--- src/rtl/nisc_fetch.sv ---
// NISC instruction fetch: drives the synchronous program ROM, tracks one
// in-flight read and buffers returned words in a 2-entry FIFO for the datapath.
module nisc_fetch #(
    parameter int Psize = 6,
    parameter int Isize = 16
) (
    input  logic             clk,
    input  logic             Reset,
    input  logic [Psize-1:0] pcAddr,
    output logic             hold,
    output logic [Psize-1:0] romAddr,
    output logic             romEn,
    input  logic [Isize-1:0] romData,
    input  logic             flush,
    output logic [Isize-1:0] instr,
    output logic [Psize-1:0] instrAddr,
    output logic             instrValid,
    input  logic             instrReady
);

    logic [1:0]       count_q, count_d;
    logic             rptr_q, rptr_d;
    logic             wptr_q, wptr_d;
    logic             req_valid_q, req_valid_d;
    logic [Psize-1:0] req_addr_q, req_addr_d;

    logic [Isize-1:0] data_q [2];
    logic [Psize-1:0] addr_q [2];
    logic [Isize-1:0] last_instr_q;
    logic [Psize-1:0] last_addr_q;

    logic             empty;
    logic             push;
    logic             pop;
    logic [1:0]       credit;
    logic [Isize-1:0] head_instr;
    logic [Psize-1:0] head_addr;

    assign empty      = (count_q == 2'd0);
    assign instrValid = !Reset && !empty;
    assign pop        = instrValid && instrReady;
    assign push       = req_valid_q;

    // Slots the FIFO must still absorb: queued + in flight - leaving now
    assign credit = count_q + {1'b0, req_valid_q} - {1'b0, pop};
    assign hold   = Reset || (!flush && (credit >= 2'd2));
    assign romEn  = !hold;
    assign romAddr = pcAddr;

    assign head_instr = data_q[rptr_q];
    assign head_addr  = addr_q[rptr_q];

    always_comb begin
        instr     = head_instr;
        instrAddr = head_addr;
        if (Reset) begin
            instr     = '0;
            instrAddr = '0;
        end else if (empty) begin
            instr     = last_instr_q;
            instrAddr = last_addr_q;
        end
    end

    always_comb begin
        count_d     = count_q;
        rptr_d      = rptr_q;
        wptr_d      = wptr_q;
        req_valid_d = romEn;
        req_addr_d  = romEn ? pcAddr : req_addr_q;
        if (flush) begin
            count_d     = 2'd0;
            rptr_d      = 1'b0;
            wptr_d      = 1'b0;
            req_valid_d = 1'b0;
        end else begin
            if (push) wptr_d = !wptr_q;
            if (pop)  rptr_d = !rptr_q;
            case ({push, pop})
                2'b10:   count_d = count_q + 2'd1;
                2'b01:   count_d = count_q - 2'd1;
                default: count_d = count_q;
            endcase
        end
    end

    always_ff @(posedge clk) begin
        if (Reset) begin
            count_q      <= 2'd0;
            rptr_q       <= 1'b0;
            wptr_q       <= 1'b0;
            req_valid_q  <= 1'b0;
            req_addr_q   <= '0;
            last_instr_q <= '0;
            last_addr_q  <= '0;
            for (int i = 0; i < 2; i++) begin
                data_q[i] <= '0;
                addr_q[i] <= '0;
            end
        end else begin
            count_q     <= count_d;
            rptr_q      <= rptr_d;
            wptr_q      <= wptr_d;
            req_valid_q <= req_valid_d;
            req_addr_q  <= req_addr_d;
            if (push && !flush) begin
                data_q[wptr_q] <= romData;
                addr_q[wptr_q] <= req_addr_q;
            end
            // Remember the presented head so an empty queue keeps showing it
            if (!empty) begin
                last_instr_q <= head_instr;
                last_addr_q  <= head_addr;
            end
        end
    end

    overflow_a: assert property (@(posedge clk) disable iff (Reset || flush)
        !(push && !pop && count_q == 2'd2));

endmodule

--- config.mk ---
export PLATFORM = sky130hd
export DESIGN_NAME = nisc_fetch
export DESIGN_NICKNAME = d
export VERILOG_FILES = /design/src/rtl/nisc_fetch.sv
export SDC_FILE = /design/constraint.sdc
export NUM_CORES = 1
export LEC_CHECK = 0
export ABC_CLOCK_PERIOD_IN_PS = 2500
export CAP_MARGIN = 20
export CORE_MARGIN = 5
export CORE_UTILIZATION = 47
export DETAILED_ROUTE_END_ITERATION = 12
export PLACE_DENSITY = 0.85
export SLEW_MARGIN = 20
export SYNTH_ARGS = -nofsm -noshare
export SYNTH_HDL_FRONTEND = slang
export SYNTH_SLANG_ARGS = --single-unit
--- constraint.sdc ---
create_clock -name clk -period 2.5 [get_ports clk]
set_clock_uncertainty 0.15 [all_clocks]
set_input_delay 0.375 -clock clk [delete_from_list [all_inputs] [get_ports clk]]
set_output_delay 0.375 -clock clk [all_outputs]
set_load 0.05 [all_outputs]
==> out/results.txt <==
run status = complete, but fails checks
failing checks = negative setup slack
final core occ = 68.4%
Hold Path Class = reg2reg
DP Area = 0.00412 mm^2
syn avg cell area = 12.2 um^2
chip height = 91.6 um
level count of the clock H-tree = 3
number of top-level pins = 57
xor/xnor share of the synthesized area = 2.40%
clock buffers created by TritonCTS = 9
Iter 0 DRT Violations = 54
Layout fillers = 466
origin of the worst setup path = count_q[1]
relative slew slack = 61.3%
GRT Total Usage = 16.3%
simple-gate portion of the synthesized area = 16.4%
Nets = 351
maximum fanout along the worst path = 2
share of cells above drive strength 1 = 25.2%
maximum clock rate = 0.376 GHz
Remaining DRCs = 0
number of warnings issued by yosys = 0
Final period util = 106%
Peak VDD IR = 405 uV
count of final hold-check violations = 0
Die Wd = 91.6 um
Tot Pwr = 0.00279 W
synth top area cells = edfxtp_1 42%, dfxtp_1 22%, and2_1 9.0%
first-pass GRT wire length = 10.8 mm
Netlist cell types = 27
commonest non-fill, non-tap cells in the layout = 44 x and2_1, 44 x edfxtp_1, 32 x dfxtp_1
sequential area share after synthesis = 64.0%
worst setup margin = -0.159 ns
CTS tree = done
RSZ-0062 raised after global routing = yes
Vias per Instance = 5.01
WP data required = 1.98 ns
crit path capture = hold
Max clock buf depth = 2
GRT overflow = 0
# rows = 29
vias = 2035
compound-gate portion of the synthesized area = 6.00%
Slew Viols, Final = 0
clock root cell = clkbuf_8
Detailed Routing Iterations Pass 1 = 4
fin crit period = 2.66 ns
Setup-failing EPs final = 2
Clock Latency Late Sink = 0.33 ns
Core Region = 0.00642 mm^2
Starting Density = 48.7%
DP HPWL = 4.28 mm
largest family of logic cells by synthesized area = simple AND/OR/NAND/NOR gates
P&R area growth vs syn = 40.5%
reg2reg path depth = 9
crit path kind = reg2out
full die area = 0.00839 mm^2
Critical Path AT = 2.13 ns
P_leak = 1.61 nW
fin area = 0.00439 mm^2
Placed Instances = 387
reg2reg setup slack = 0.38 ns
worst flop-to-flop path startpoint = count_q[1]
Clock Pin Slew Worst Setup and Hold Paths = 0.08 ns
Total Wirelength = 6.35 mm
Finished Layout Cells = 406
number of antenna violations at the first check in global routing = 0
actual slew at the worst max-slew pin = 0.581 ns
mux cell area share after synthesis = 7.04%
Post-Synth Adder-Cell Area = 0.400%
Mapped Nets = 284
cells after synthesis = 257
largest net degree at the start of global routing = 23
Setup crit end kind = primary output
area leader, netlist = edfxtp_1
startpoint types = register
hold_ws = 0.327 ns
Clock Sinks = 78
worst r2r dst = req_addr_q[0]
max cap viols = 0
share of the synthesized area in the top cell type = 42.2%
P per Cell Area = 634 mW/mm^2
vias in the first global route = 2160
GP Congestion = 0.766
Final ANT Viol Nets = 0
PortBufs = 56
diodes inserted = 0
drt wl/cell = 15.7 um
synthesized area = 0.00313 mm^2
number of synthesized register bits = 78
worst min path at each step:
stage	startpoint	to	slack, ns	cells after the start
2_1_floorplan	req_addr_q[0]	req_addr_q[0]	0.31	2
3_3_place_gp	last_addr_q[5]	last_addr_q[5]	0.30	2
3_5_place_dp	last_addr_q[5]	last_addr_q[5]	0.32	2
4_1_cts	last_addr_q[5]	last_addr_q[5]	0.34	2
5_1_grt	req_addr_q[2]	req_addr_q[2]	0.38	2
6_report	last_addr_q[5]	last_addr_q[5]	0.33	2
state kept, by name, summed over array words and instances (netlist names), named ones only:
register and flops:
data_q 32, last_instr_q 16, addr_q 12, last_addr_q 6, req_addr_q 6, count_q 2, push 1, rptr_q 1
wptr_q 1
critical path, stage by stage (launching register included):
cell and delay, ns:
dfxtp_2 0.34, o21bai_4 0.17, inv_4 0.04, and2_4 0.14, ha_4 0.26, and2b_2 0.24, xor2_4 0.18, nor2_4 0.06
or2_4 0.23, buf_8 0.15
Yosys cell counts (all sizes together):
cell type / instances
a21oi: 7
and2: 45
and2b: 1
buf: 9
clkbuf: 11
dfxtp: 34
edfxtp: 44
ha: 1
inv: 3
mux2i: 22
nand2: 22
nand3b: 6
nor2: 6
nor2b: 1
nor3: 4
o21ai: 29
o21bai: 1
or2: 4
or3: 1
xnor2: 5
xor2: 1
kinds of logic (layout without fill, tap and decap cells):
logic type                 count (synthesis)  after routing
muxes                                     22             22
and+or+nand+nor                           90             90
buffers and inverters                     23             95
DFF                                       78             78
adders and majority gates                  1              1
xor gates and xnor gates                   6              6
AOI/OAI and AO/OA                         37             37
what timing repair did:
item                       4_1_cts  5_1_grt
gates resized for setup          6        0
setup endpoints to repair        2        2
hold buffers                     0        0
buffers inserted                 3        0
pin swaps                        3        0
stage by stage:
step,setup TNS (ns),worst slack [ns]
after detailed placement,-1.67,-0.410
after floorplan,0,0.0109
after CTS,-0.343,-0.177
after global placement,-0.663,-0.351
after global routing,-0.503,-0.255
final,-0.305,-0.159
final cells by class:
type                    count  area, um^2  area share [%]
clock buffers              12         135            3.08
clock inverters             4        95.1            2.16
repair buffers             76         965            22.0
flip-flops and latches     78        2010            45.7
well taps                  77        96.3            2.19
inverters                   3        13.8           0.313
multi-input cells         156        1080            24.6
per-layer routing:
| metal | track usage, % | share of wire, % | vias up |
|---|---|---|---|
| met5 | 0 | 0 | - |
| met1 | 18.2 | 41 | 974 |
| met4 | 5.53 | 0.52 | 0 |
| li1 | - | - | 1010 |
| met2 | 30.2 | 54 | 49 |
| met3 | 3.97 | 4.4 | 2 |
power breakdown:
part / switching (W) / leakage (nW) / internal, W
registers: 0.0000182 / 0.734 / 0.00140
logic: 0.000153 / 0.761 / 0.000130
clock network: 0.000422 / 0.115 / 0.000664
(Power assumes the default switching activity.)
